==> config.mk <==
export PLATFORM = sky130hd
export DESIGN_NAME = penalty_round_ctl
export DESIGN_NICKNAME = d
export VERILOG_FILES = /design/src/rtl/penalty_round_ctl.sv
export SDC_FILE = /design/constraint.sdc
export NUM_CORES = 1
export LEC_CHECK = 0
export BUFFER_PORTS_ARGS = -buffer_cell sky130_fd_sc_hd__buf_2
export CORE_ASPECT_RATIO = 1.5
export CORE_UTILIZATION = 45
export CTS_CLUSTER_SIZE = 28
export DETAILED_ROUTE_END_ITERATION = 10
export GPL_TIMING_DRIVEN = 0
export PLACE_DENSITY = 0.79
export SLEW_MARGIN = 20
export SYNTH_ARGS = -nofsm -noshare
export SYNTH_HDL_FRONTEND = slang
export SYNTH_SLANG_ARGS = --single-unit
export TNS_END_PERCENT = 50
==> constraint.sdc <==
create_clock -name i_clk -period 6.61 [get_ports i_clk]
set_clock_uncertainty 0.1 [all_clocks]
set_input_delay 0.661 -clock i_clk [delete_from_list [all_inputs] [get_ports i_clk]]
set_output_delay 0.661 -clock i_clk [all_outputs]
set_load 0.05 [all_outputs]
==> src/rtl/penalty_round_ctl.sv <==
// penalty_round_ctl: sequences one penalty round.
// A click arms the round and a target zone is latched. The aim and flight
// timers then run, the glove position is judged against the target, and the
// round ends with is_scored plus a single-cycle round_done pulse.
module penalty_round_ctl #(
  parameter int GOAL_X0       = 112,
  parameter int GOAL_Y0       = 160,
  parameter int ZONE_W        = 256,
  parameter int ZONE_H        = 160,
  parameter int SAVE_RADIUS   = 64,
  parameter int AIM_CYCLES    = 4,
  parameter int FLIGHT_CYCLES = 16,
  parameter int RESULT_CYCLES = 8
) (
  input  logic        i_clk,
  input  logic        i_rst,
  input  logic        i_round_enable,
  input  logic        i_left_clicked,
  input  logic [11:0] i_xpos,
  input  logic [11:0] i_ypos,
  input  logic        i_ext_zone_valid,
  input  logic [2:0]  i_ext_zone,
  output logic [11:0] o_shot_xpos,
  output logic [11:0] o_shot_ypos,
  output logic        o_ball_active,
  output logic [7:0]  o_flight_cnt,
  output logic        o_is_scored,
  output logic        o_round_done,
  output logic        o_busy
);

  typedef enum logic [2:0] {
    S_IDLE,
    S_AIM,
    S_FLIGHT,
    S_CHECK,
    S_RESULT
  } state_t;

  state_t      r_state;
  state_t      w_next_state;
  logic [31:0] r_cnt;
  logic [31:0] w_cnt_next;
  logic [15:0] r_lfsr;
  logic        r_click_d;
  logic [11:0] r_shot_x;
  logic [11:0] r_shot_y;
  logic        r_is_scored;

  logic        w_edge;
  logic        w_lfsr_fb;
  logic [2:0]  w_raw;
  logic [2:0]  w_lfsr_zone;
  logic [2:0]  w_ext_zone;
  logic [2:0]  w_zone;
  logic [1:0]  w_col;
  logic        w_row;
  logic [11:0] w_shot_x;
  logic [11:0] w_shot_y;
  logic signed [12:0] w_dx;
  logic signed [12:0] w_dy;
  logic [12:0] w_adx;
  logic [12:0] w_ady;
  logic        w_saved;
  logic        w_latch;
  logic        w_score_we;
  logic        w_done;

  // The click edge is a rising level; the LFSR zone folds raw values 6 and 7 onto 0 and 1.
  assign w_edge      = i_left_clicked & ~r_click_d;
  assign w_lfsr_fb   = r_lfsr[15] ^ r_lfsr[13] ^ r_lfsr[12] ^ r_lfsr[10];
  assign w_raw       = r_lfsr[2:0];
  assign w_lfsr_zone = (w_raw >= 3'd6) ? (w_raw - 3'd6) : w_raw;
  assign w_ext_zone  = (i_ext_zone > 3'd5) ? 3'd5 : i_ext_zone;
  assign w_zone      = i_ext_zone_valid ? w_ext_zone : w_lfsr_zone;

  // The zone grid is three columns by two rows; the target is the centre of the chosen cell.
  assign w_col    = (w_zone >= 3'd3) ? 2'(w_zone - 3'd3) : w_zone[1:0];
  assign w_row    = (w_zone >= 3'd3);
  assign w_shot_x = 12'(GOAL_X0 + ZONE_W / 2) + 12'(w_col) * 12'(ZONE_W);
  assign w_shot_y = 12'(GOAL_Y0 + ZONE_H / 2) + (w_row ? 12'(ZONE_H) : 12'd0);

  // Glove-to-target distance uses 13-bit signed differences so that the magnitudes cannot wrap.
  assign w_dx    = $signed({1'b0, i_xpos}) - $signed({1'b0, r_shot_x});
  assign w_dy    = $signed({1'b0, i_ypos}) - $signed({1'b0, r_shot_y});
  assign w_adx   = w_dx[12] ? 13'(-w_dx) : 13'(w_dx);
  assign w_ady   = w_dy[12] ? 13'(-w_dy) : 13'(w_dy);
  assign w_saved = (w_adx <= 13'(SAVE_RADIUS)) && (w_ady <= 13'(SAVE_RADIUS));

  // Next-state and strobe logic; dropping round_enable abandons the round silently.
  always_comb begin
    w_next_state = r_state;
    w_cnt_next   = r_cnt;
    w_latch      = 1'b0;
    w_score_we   = 1'b0;
    w_done       = 1'b0;
    unique case (r_state)
      S_IDLE: begin
        if (i_round_enable && w_edge) begin
          w_latch      = 1'b1;
          w_next_state = S_AIM;
          w_cnt_next   = 32'd0;
        end
      end
      S_AIM: begin
        if (r_cnt == 32'(AIM_CYCLES - 1)) begin
          w_next_state = S_FLIGHT;
          w_cnt_next   = 32'd0;
        end else begin
          w_cnt_next = r_cnt + 32'd1;
        end
      end
      S_FLIGHT: begin
        if (r_cnt == 32'(FLIGHT_CYCLES - 1)) begin
          w_next_state = S_CHECK;
          w_cnt_next   = 32'd0;
        end else begin
          w_cnt_next = r_cnt + 32'd1;
        end
      end
      S_CHECK: begin
        w_score_we   = 1'b1;
        w_next_state = S_RESULT;
        w_cnt_next   = 32'd0;
      end
      S_RESULT: begin
        if (r_cnt == 32'(RESULT_CYCLES - 1)) begin
          w_done       = 1'b1;
          w_next_state = S_IDLE;
          w_cnt_next   = 32'd0;
        end else begin
          w_cnt_next = r_cnt + 32'd1;
        end
      end
      default: begin
        w_next_state = S_IDLE;
        w_cnt_next   = 32'd0;
      end
    endcase
    if (!i_round_enable && (r_state != S_IDLE)) begin
      w_next_state = S_IDLE;
      w_cnt_next   = 32'd0;
      w_score_we   = 1'b0;
      w_done       = 1'b0;
    end
  end

  // State, counter, LFSR, click history, latched target and result registers.
  always_ff @(posedge i_clk or negedge i_rst) begin
    if (!i_rst) begin
      r_state     <= S_IDLE;
      r_cnt       <= 32'd0;
      r_lfsr      <= 16'hACE1;
      r_click_d   <= 1'b0;
      r_shot_x    <= 12'd0;
      r_shot_y    <= 12'd0;
      r_is_scored <= 1'b0;
    end else begin
      r_state   <= w_next_state;
      r_cnt     <= w_cnt_next;
      r_lfsr    <= {r_lfsr[14:0], w_lfsr_fb};
      r_click_d <= i_left_clicked;
      if (w_latch) begin
        r_shot_x <= w_shot_x;
        r_shot_y <= w_shot_y;
      end
      if (w_score_we) begin
        r_is_scored <= ~w_saved;
      end
    end
  end

  assign o_shot_xpos   = r_shot_x;
  assign o_shot_ypos   = r_shot_y;
  assign o_ball_active = (r_state == S_FLIGHT);
  assign o_flight_cnt  = (r_state == S_FLIGHT) ?
                         ((r_cnt > 32'd255) ? 8'hFF : r_cnt[7:0]) : 8'd0;
  assign o_is_scored   = r_is_scored;
  assign o_round_done  = w_done;
  assign o_busy        = (r_state != S_IDLE);

endmodule

==> reports/qor.txt, run 1 <==
Minimum clock period: 3.22 ns
Master of the slowest instance on the critical path: dfrtp_1
CTS resizes: 0
Max_cap viols: 0
Routed length per instance: 15.1 microns
Post-synth ARST share: 100%
Max transition margin: 35.2%
Post-synth EDFFs: 0
Final hold violation count: 0
Finish-stage setup viols: 0
Crit Path Max Fanout: 8
Crit path to: o_round_done
Initial antenna violation count: 0
Total vias in the final route: 3555
Drt first pass iters: 5
Register-to-register setup slack: 3.78 ns
Via-per-instance ratio: 5.76
CTS tree: built
Postcts setup bufs: 0
Gate power share: 36.5%
Hold WC Path Type: flip-flop to flip-flop
Die W: 77.0 microns
Layout cells sized above 1: 22.9%
Pre-CTS setup slack: 3.54 ns
Syn avg cell area: 8.83 sq um
Yosys reg bits: 58
Crit path launch type: flip-flop
YS warnings: 0
LEAKAGE: 2.05 nW
Routed wire length: 9.34 mm
Vias in the first global route: 3413
Most common cell after layout, fill and taps aside: buf_2
Final Max Slew Viols: 0
Beginning of the critical path: r_cnt[15]
ANT cells: 0
Fin nets: 554
Initial DRC count: 225
Most used DFF post-synth: dfrtp_1
Hold WS: 0.248 ns
First-pass GRT wire length: 15.2 mm
Netlist cell types: 61
Worst setup EP type: primary output
Syn-to-layout area delta: 21.1%
Num rows: 40
CTS Buf Count: 9
# hold bufs at CTS: 0
Clk buf depth: 2
Maximum VDD drop: 0.141 mV
Final GP Congestion: 0.920
Post-Syn Area: 3800 sq um
NetSw: 0.564 mW
RSZ-0062 raised after global routing: false
Total GRT Usage: 21.9%
Clk sink count: 58
Setup_tns: 0 ns
Starting Density: 46.8%
FF-to-FF Start: o_shot_xpos[7]
IO Pins: 68
Port bufs: 54
DRC viols: 0
Grt total ovfl: 0
Hold depth: 0
Seq/Total Area, Yosys: 38.5%
RR Endpoint: o_is_scored
Max incr delay on CP: 0.35 ns
Most frequent cells in the layout: 57 x buf_2, 50 x dfrtp_1, 37 x nand2_1
Routed Antenna Nets: 0
Internal power: 0.919 mW
Max Freq: 310 MHz
Sw frac: 38.0%
Actual slew at the worst max-slew pin: 0.972 ns
Crit share post-route: 48.8%
Cells after synthesis: 430
DP HPWL: 6.78 mm
Die H: 115 microns
Largest net degree at the start of global routing: 59
Root Buffer: clkbuf_16
Flop pwr share: 26.7%
PwrDens: 323 nW/um^2
Status: finished, final reports clean
R2r worst-path depth: 9
Die ar.: 8820 sq um
Clock share of power: 36.8%
CP Cell Sequence: clkbuf_1 > nor4_1 > nand4_1 > nor2_1 > and3_1 > and4_1 > buf_2
Clock Latency Late Sink: 0.34 ns
Crit path kind: flip-flop to primary output
H-tree depth: 3
Core Area: 8110 sq um
Overall Power: 1.48 mW
CTS clk-pin slew, worst paths: 0.05 ns
Critical path data required time: 5.85 ns
Final worst setup slack: 3.39 ns
Critical Path AT: 2.46 ns
==> Yosys cell counts (6+ instances only) <==
cell | instances | area, sq um
ha_1 | 13 | 163
nand4_1 | 10 | 62.6
nand2b_1 | 11 | 68.8
o21a_1 | 8 | 60.1
o21ai_0 | 15 | 75.1
nor4_1 | 10 | 62.6
nor2b_1 | 6 | 37.5
o21ai_1 | 10 | 50.1
buf_4 | 23 | 173
a31oi_1 | 25 | 156
nor3_1 | 6 | 30.0
clkbuf_1 | 9 | 33.8
and3_1 | 11 | 68.8
a41oi_1 | 8 | 70.1
a21oi_1 | 29 | 145
inv_1 | 15 | 56.3
nand2_1 | 37 | 139
nor2_1 | 26 | 97.6
dfstp_2 | 8 | 210
dfrtp_1 | 50 | 1250
nand3_1 | 21 | 105
xnor2_1 | 9 | 78.8
==> state kept, by name (all words and copies together) (netlist names) <==
| signal | count |
|---|---|
| r_cnt | 32 |
| r_lfsr | 16 |
| o_shot_xpos | 3 |
| r_state | 3 |
| o_shot_ypos | 2 |
| o_is_scored | 1 |
| r_click_d | 1 |
==> metrics by stage <==
| stage | util, % | instance area, sq um | std cells |
|---|---|---|---|
| 2_1_floorplan | - | 3840 | 442 |
| 3_3_place_gp | 52.3 | 4240 | 601 |
| 3_5_place_dp | 52.4 | 4250 | 601 |
| 4_1_cts | 56.7 | 4600 | 617 |
| 5_1_grt | 56.7 | 4600 | 617 |
| 6_report | 56.7 | 4600 | 617 |
==> critical path: cells and delay by family, from the launching register on <==
| kind | cells | cell delay [ns] |
|---|---|---|
| flops | 1 | 0.35 |
| simple gates | 5 | 1.33 |
| buf+inv | 2 | 0.44 |
==> layer usage <==
layer	share of wire [%]	wire length, microns	vias up	GRT usage (%)
met2	50	4710	129	38.3
met5	0	0	-	0
met1	40	3780	1676	24.4
li1	-	-	1720	-
met4	3.8	359	0	15.1
met3	5.2	490	30	3.43
==> worst min-delay path by stage <==
stage | start | endpoint | slack, ns
final | r_lfsr[8] | r_lfsr[9] | 0.25
after global routing | r_lfsr[5] | r_lfsr[6] | 0.26
after CTS | r_lfsr[8] | r_lfsr[9] | 0.25
after detailed placement | r_lfsr[8] | r_lfsr[9] | 0.24
after global placement | r_lfsr[14] | r_lfsr[15] | 0.24
after floorplan | r_lfsr[3] | r_lfsr[4] | 0.23
==> layout make-up <==
type / instances / area (sq um)
timing repair buffer: 54 / 273
clock buffer: 9 / 225
sequential: 58 / 1460
buffer: 37 / 238
inverter: 15 / 56.3
fill: 724 / 3510
tap: 105 / 131
multi-input combinational: 332 / 2090
clock inverter: 7 / 125
==> power by group through the flow <==
| stage | Combinational [mW] | Sequential (mW) | Clock (mW) |
|---|---|---|---|
| 4_1_cts | 0.538 | 0.396 | 0.551 |
| 3_3_place_gp | 0.516 | 0.401 | 0 |
| 2_1_floorplan | 0.362 | 0.441 | 0 |
| 6_report | 0.542 | 0.395 | 0.546 |
| 3_5_place_dp | 0.534 | 0.401 | 0 |
| 5_1_grt | 0.586 | 0.399 | 0.566 |
==> cells by family after synthesis <==
group	synth area share, %
flops	38.5
xor+xnor	2.77
compound gates	21.6
simple gates	22.8
mux	0.922
other cells	0.0988
fa+ha+maj	5.63
buf+inv	7.74
Power figures use the tool's default switching activity.
==> run 2, diff against run 1 <==
Settings changed: ABC_AREA set to 1, PLACE_DENSITY 0.79 to 0.78.
Clock period 6.61 ns to 3 ns, I/O delays scaled along.
==> run 2 against run 1 <==
  * The flow now finishes with violations (DRC)
  * Largest cell class unchanged
  * Count of clock-buffer cells in the layout grew 1
  * First-iteration DRC count shrank 14%
  * Clock power grew 90%
  * Flip-flop and latch count is the same
  * Hold slack lost 0.090 ns
  * Via count grew 14%
  * Register-to-register slack lost 3.1 ns
  * Synthesized area grew 17%
  * Sequential share of layout area shrank 3.9 points
  * Highest routed layer unchanged
  * Critical endpoint unchanged
  * Utilization shrank 2.3 points
==> reports/qor.txt, run 2 <==
Initial antenna violation count: 0 (unchanged)
DP HPWL: 8.28 mm (+22%)
Fin cells: 791 (+28%)
Maximum VDD drop: 0.665 mV (+370%)
Via-per-instance ratio: 5.14 (-11%)
Pre-CTS setup slack: 0.705 ns (-2.83 ns)
Actual slew at the worst max-slew pin: 0.732 ns (-0.241 ns)
Crit path kind: flip-flop to primary output
R2r worst-path depth: 15 (+6)
YS warnings: 0 (unchanged)
Final GP Congestion: 0.925 (+0.57%)
Syn-to-layout area delta: 17.7%
RSZ-0062 raised after global routing: false
Yosys reg bits: 58 (unchanged)
Clk sink count: 58 (unchanged)
Final worst setup slack: 0.679 ns (-2.71 ns)
Leading area contributor after synthesis: dfrtp_1
Finish-stage setup viols: 0 (unchanged)
H-tree depth: 3 (unchanged)
Final hold violation count: 0 (unchanged)
Commonest cells in the netlist: 138 x nand2_1, 84 x inv_1, 65 x nor2_1
Num rows: 44 (+10%)
Critical Path AT: 1.92 ns (-0.54 ns)
IO Pins: 68 (unchanged)
Die W: 83.2 microns (+8.1%)
Grt total ovfl: 0 (unchanged)
Die H: 124 microns (+8.2%)
Largest Register: r_cnt
Placed Cells: 773 (+29%)
Status: complete, but fails checks
FF-to-FF Start: o_shot_xpos[7]
Routed length per instance: 13.5 microns (-11%)
Final Max Slew Viols: 0 (unchanged)
Port bufs: 54 (unchanged)
DRC viols: 1 (+1)
Minimum clock period: 2.32 ns
Starting Density: 46.2% (-0.59 points)
Biggest regs: r_cnt: 32 flops, r_lfsr: 16 flops
Total vias in the final route: 4062 (+14%)
Hold WC Path Type: primary input to flip-flop
CTS clk-pin slew, worst paths: 0.05 ns (about the same)
Violated checks: DRC
Crit Path Max Fanout: 9 (+1)
Netlist cell types: 41 (-33%)
LEAKAGE: 2.60 nW (+27%)
First-pass GRT wire length: 18.0 mm (+18%)
Crit share post-route: 77.4%
Main area contributors after synthesis: dfrtp_1 28%, nand2_1 12%, inv_1 7.1%, nor2_1 5.5%, o22ai_2 5.3%
Max Freq: 431 MHz
Layout cells sized above 1: 24.7% (+1.9 points)
CTS resizes: 0 (unchanged)
Most common cell after layout, fill and taps aside: nand2_1
Clk buf depth: 2 (unchanged)
Vias in the first global route: 4014 (+18%)
Clock Latency Late Sink: 0.34 ns (about the same)
Hold depth: 3 (+3)
Core Area: 9630 sq um (+19%)
Seq/Total Area, Yosys: 32.8% (-5.7 points)
Most used DFF post-synth: dfrtp_1
CTS Buf Count: 9 (unchanged)
Setup_tns: 0 ns (unchanged)
Fin nets: 718 (+30%)
ANT cells: 0 (unchanged)
Number of flip-flops in the largest register: 32 (unchanged)
Post-Syn Area: 4460 sq um (+17%)
Critical path data required time: 2.60 ns (-3.25 ns)
Post-synth EDFFs: 0 (unchanged)
Die ar.: 10300 sq um (+17%)
Post-synth ARST share: 100% (unchanged)
Routed wire length: 10.7 mm (+14%)
Max transition margin: 51.2% (+16 points)
RR Endpoint: o_is_scored
Total GRT Usage: 22.2% (+0.24 points)
Drt first pass iters: 7 (+2)
Syn avg cell area: 7.53 sq um (-15%)
Register-to-register setup slack: 0.72 ns (-3.06 ns)
Most frequent cells in the layout: 138 x nand2_1, 84 x inv_1, 65 x nor2_1
Routed Antenna Nets: 0 (unchanged)
Crit path launch type: flip-flop
Worst Hold End: r_state[1]
Worst setup EP type: primary output
Most common cell in the netlist: nand2_1
Initial DRC count: 194 (-14%)
Cells after synthesis: 592 (+38%)
Largest net degree at the start of global routing: 59 (unchanged)
Root Buffer: clkbuf_16
CTS tree: built
PwrDens: 690 nW/um^2 (+110%)
Min-delay src: i_round_enable
Synth top area share: 28.1% (-4.9 points)
Max_cap viols: 0 (unchanged)
Postcts setup bufs: 0 (unchanged)
## run 2: changes by cell type after synthesis, moves of 11 or more
cell | before | now
nor3_1 | 6 | 17
inv_1 | 15 | 84
nand3_1 | 21 | 47
a21oi_1 | 29 | 8
nor2_1 | 26 | 65
a31oi_1 | 25 | 1
xor2_1 | 3 | 22
o21ai_2 | 0 | 11
o22ai_2 | 0 | 19
nand2b_1 | 11 | 0
nand2_1 | 37 | 138
and3_1 | 11 | 0
## run 2: logic make-up after synthesis
family	share of synthesized area [%]
other	0.0842
flip-flops	32.8
buffers and inverters	13.2
XOR/XNOR	5.70
AO/OA/AOI/OAI	11.3
AND/OR/NAND/NOR	32.3
adder cells (fa/ha/maj)	4.55
## run 2: power by group
group	total (mW)	internal (mW)	switching, mW
registers	0.905	0.848	0.0565
logic	1.67	0.535	1.14
clock network	1.04	0.664	0.375
## run 2: layout make-up
class / instances / area, sq um
clock inverter: 6 / 66.3
fill: 906 / 4390
clock buffer: 10 / 239
inverter: 91 / 342
multi-input combinational: 428 / 2450
timing repair buffer: 56 / 293
buffer: 27 / 248
tap: 115 / 144
sequential: 58 / 1460
## run 2: worst max-delay path by stage
stage | slack, ns | depth (start not counted) | to | start
after floorplan | 0.56 | 8 | o_round_done | r_cnt[22]
after global placement | 0.75 | 11 | o_is_scored | o_shot_xpos[7]
after detailed placement | 0.70 | 11 | o_is_scored | o_shot_xpos[7]
after CTS | 0.64 | 8 | o_round_done | r_cnt[30]
after global routing | 0.49 | 15 | o_is_scored | o_shot_xpos[7]
final | 0.68 | 8 | o_round_done | r_cnt[30]
## run 2: critical path, cell delays in order (launching register included)
cell and delay [ns]:
dfrtp_1 0.42, nor2_1 0.13, nand2_1 0.07, nor2_2 0.19, nand3_4 0.15, inv_2 0.08, nand4_1 0.10, nor3_1 0.15
buf_2 0.30
## run 2: per-stage QoR
step           hold WS (ns)  area, sq um  utilization (%)  power [mW]
2_1_floorplan       -0.0956         4500                -        2.21
3_3_place_gp          0.237         4910             51.0        2.54
3_5_place_dp          0.238         4920             51.0        2.59
4_1_cts               0.159         5240             54.4        3.64
5_1_grt               0.206         5240             54.4        3.82
6_report              0.158         5240             54.4        3.62
## run 2: routing by layer
layer	vias to the layer above	global-route usage [%]	wire length (microns)
met3	30	4.64	429
met1	1893	22.4	4110
met5	-	0	0
met2	112	42.1	5680
met4	0	13.0	457
li1	2027	-	-
## run 2: what timing repair did
action,CTS,global route
endpoints found under the hold margin,51,0
hold buffers,2,0
setup endpoints to repair,0,0
==> run 3, diff against run 2 <==
Clock period 3 ns to 2.4 ns, I/O delays scaled along.
==> run 3 against run 2 <==
  * The run now ends clean
  * Sequential share of layout area is 0.59 points lower
  * Non-clock buffer count rose by 5
  * Register-to-register slack got worse by 0.55 ns
  * Worst setup slack worse by 0.51 ns
  * Combinational power increased by 26%
  * Hold slack worse by 0.041 ns
  * Die area unchanged
  * Sequential power grew 25%
  * Final cell count grew 0.63%
  * Count of clock-buffer cells in the layout shrank 1
  * Critical path depth rose by 4
  * Critical endpoint is now o_is_scored
==> reports/qor.txt, run 3 (synthesis gave the netlist of run 2 again) <==
Minimum clock period: 2.23 ns
Register-to-register setup slack: 0.17 ns (-0.55 ns)
Die W: 83.2 microns (unchanged)
Post-route cell area: 5360 sq um (+2.3%)
IO Pins: 68 (unchanged)
Fin cells: 796 (+0.63%)
Flop pwr share: 24.3% (-0.7 points)
Max Freq: 448 MHz
Max transition margin: 49.8% (-1.4 points)
Most frequent cells in the layout: 138 x nand2_1, 83 x inv_1, 64 x nor2_1
Final hold violation count: 0 (unchanged)
Sw frac: 42.9% (-0.50 points)
Status: finished, final reports clean
H-tree depth: 3 (unchanged)
NetSw: 1.99 mW (+27%)
Clk sink count: 58 (unchanged)
Initial DRC count: 242 (+25%)
CTS clk-pin slew, worst paths: 0.05 ns (about the same)
Actual slew at the worst max-slew pin: 0.753 ns (+0.0209 ns)
Via-per-instance ratio: 5.15 (+0.33%)
Die ar.: 10300 sq um (unchanged)
Max_cap viols: 0 (unchanged)
Largest Register: r_cnt
Final Max Slew Viols: 0 (unchanged)
CP Cell Sequence: clkinvlp_4 > fa_2 > nand3_1 > nand2_1 > nand2_1 > nand2_1 > nand3_1 > nand2_1 > inv_1 > nand3_1 > nor2_1 > a21oi_1
Max incr delay on CP: 0.46 ns (+0.04 ns)
Placed inst area: 4920 sq um (about the same)
Syn-to-layout area delta: 20.3%
Routed wire length: 10.9 mm (+2.3%)
Maximum VDD drop: 1.01 mV (+52%)
Crit Path Max Fanout: 8 (-1)
Port bufs: 54 (unchanged)
Crit share post-route: 93.1%
Routed Antenna Nets: 0 (unchanged)
RR Endpoint: o_is_scored
FF-to-FF Start: o_shot_xpos[7]
Finish-stage setup viols: 0 (unchanged)
First-pass GRT wire length: 17.5 mm (-2.5%)
CP delay by family, top: simple AND/OR/NAND/NOR gates
Gate power share: 45.2% (-1.0 points)
Most used cell, CP: nand2_1
DP HPWL: 8.28 mm (about the same)
Crit path to: o_is_scored
Critical Path AT: 2.36 ns (+0.44 ns)
Total GRT Usage: 21.8% (-0.38 points)
R2r worst-path depth: 12 (-3)
Hold WC Path Type: primary input to flip-flop
Levels on crit path: 12 (+4)
Drt first pass iters: 4 (-3)
DRC viols: 0 (-1)
Layout cells sized above 1: 26.6% (+1.9 points)
Final core utilization: 55.6% (+1.2 points)
Critical path data required time: 2.52 ns (-0.08 ns)
Final GP Congestion: 0.909 (-1.7%)
Beginning of the critical path: o_shot_xpos[7]
Fin nets: 723 (+0.70%)
Worst setup EP type: flip-flop
Routed length per instance: 13.7 microns (+1.7%)
Most common cell after layout, fill and taps aside: nand2_1
Clk buf depth: 2 (unchanged)
RSZ-0062 raised after global routing: true
Num rows: 44 (unchanged)
Starting Density: 46.2% (unchanged)
Internal power: 2.65 mW (+29%)
Largest net degree at the start of global routing: 59 (unchanged)
Die H: 124 microns (unchanged)
Initial antenna violation count: 0 (unchanged)
Clock share of power: 30.5% (+1.8 points)
Biggest regs: r_cnt: 32 flops, r_lfsr: 16 flops
Fill cells: 868 (-4.2%)
LEAKAGE: 2.63 nW (+0.87%)
Clock Latency Late Sink: 0.34 ns (about the same)
CTS Buf Count: 9 (unchanged)
Grt total ovfl: 0 (unchanged)
Root Buffer: clkbuf_16
ANT cells: 0 (unchanged)
Number of flip-flops in the largest register: 32 (unchanged)
CTS tree: built
Crit path kind: flip-flop to flip-flop
Master of the slowest instance on the critical path: fa_2
Vias in the first global route: 3903 (-2.8%)
Crit path launch type: flip-flop
Total vias in the final route: 4101 (+0.96%)
Core Area: 9630 sq um (unchanged)
PwrDens: 865 nW/um^2 (+25%)
Placed Cells: 773 (unchanged)
Buf/Inv on CP: 2 (unchanged)
==> run 3: cell types whose count changed in the layout (fill, tap and decap cells not counted), moves of 2 or more <==
cell    delta
ha_4       +3
inv_6      +2
ha_1       -3
nor3_1     -2
buf_4      +6
nor3_2     +2
==> run 3: worst min path at each step <==
stage	start	to	cells after the start
2_1_floorplan	i_rst	o_is_scored	0
3_3_place_gp	r_lfsr[14]	r_lfsr[15]	0
3_5_place_dp	r_lfsr[4]	r_lfsr[5]	0
4_1_cts	i_round_enable	r_state[1]	3
5_1_grt	i_round_enable	r_state[1]	3
6_report	i_round_enable	r_state[1]	3
==> run 3: layout make-up <==
class | instances | area, sq um | share of cell area [%]
multi-input combinational | 428 | 2500 | 46.7
clock buffer | 9 | 225 | 4.20
sequential | 58 | 1460 | 27.3
timing repair buffer | 61 | 333 | 6.21
tap | 115 | 144 | 2.68
inverter | 91 | 345 | 6.44
buffer | 27 | 248 | 4.62
clock inverter | 7 | 101 | 1.89
==> run 3: tightest hold or removal path, delay by kind of cell <==
kind	cells	cell delay, ns
buffers and inverters	1	0.12
AND/OR/NAND/NOR	2	0.15
==> run 3: per-layer routing <==
metal / part of all wire [%] / up-vias / global-route usage, % / routed length (microns)
li1: - / 2045 / - / -
met1: 38 / 1923 / 21.8 / 4180
met2: 54 / 109 / 42.4 / 5920
met3: 4.0 / 24 / 3.58 / 435
met4: 3.6 / 0 / 12.6 / 397
met5: 0 / - / 0 / 0
==> run 3: what timing repair did <==
action | in CTS | in global routing
resized for setup | 0 | 13
hold endpoints to repair | 51 | 0
hold buffers | 2 | 0
setup endpoints to repair | 0 | 2
buffers inserted | 0 | 5
==> run 3: per-stage QoR <==
| step | setup WS, ns | hold slack (ns) | setup TNS, ns | power (mW) |
|---|---|---|---|---|
| 3_5_place_dp | 0.130 | 0.238 | 0 | 3.22 |
| 6_report | 0.166 | 0.117 | 0 | 4.64 |
| 5_1_grt | -0.0355 | 0.130 | -0.0355 | 4.89 |
| 3_3_place_gp | 0.185 | 0.238 | 0 | 3.18 |
| 2_1_floorplan | 0.0211 | -0.156 | 0 | 2.76 |
| 4_1_cts | 0.0613 | 0.112 | 0 | 4.65 |
==> run 3: power by group through the flow <==
stage	logic, mW	clock network (mW)	registers (mW)
after floorplan	1.49	0	1.27
after global placement	2.03	0	1.14
after detailed placement	2.08	0	1.14
after CTS	2.10	1.43	1.13
after global routing	2.27	1.48	1.14
final	2.10	1.41	1.13
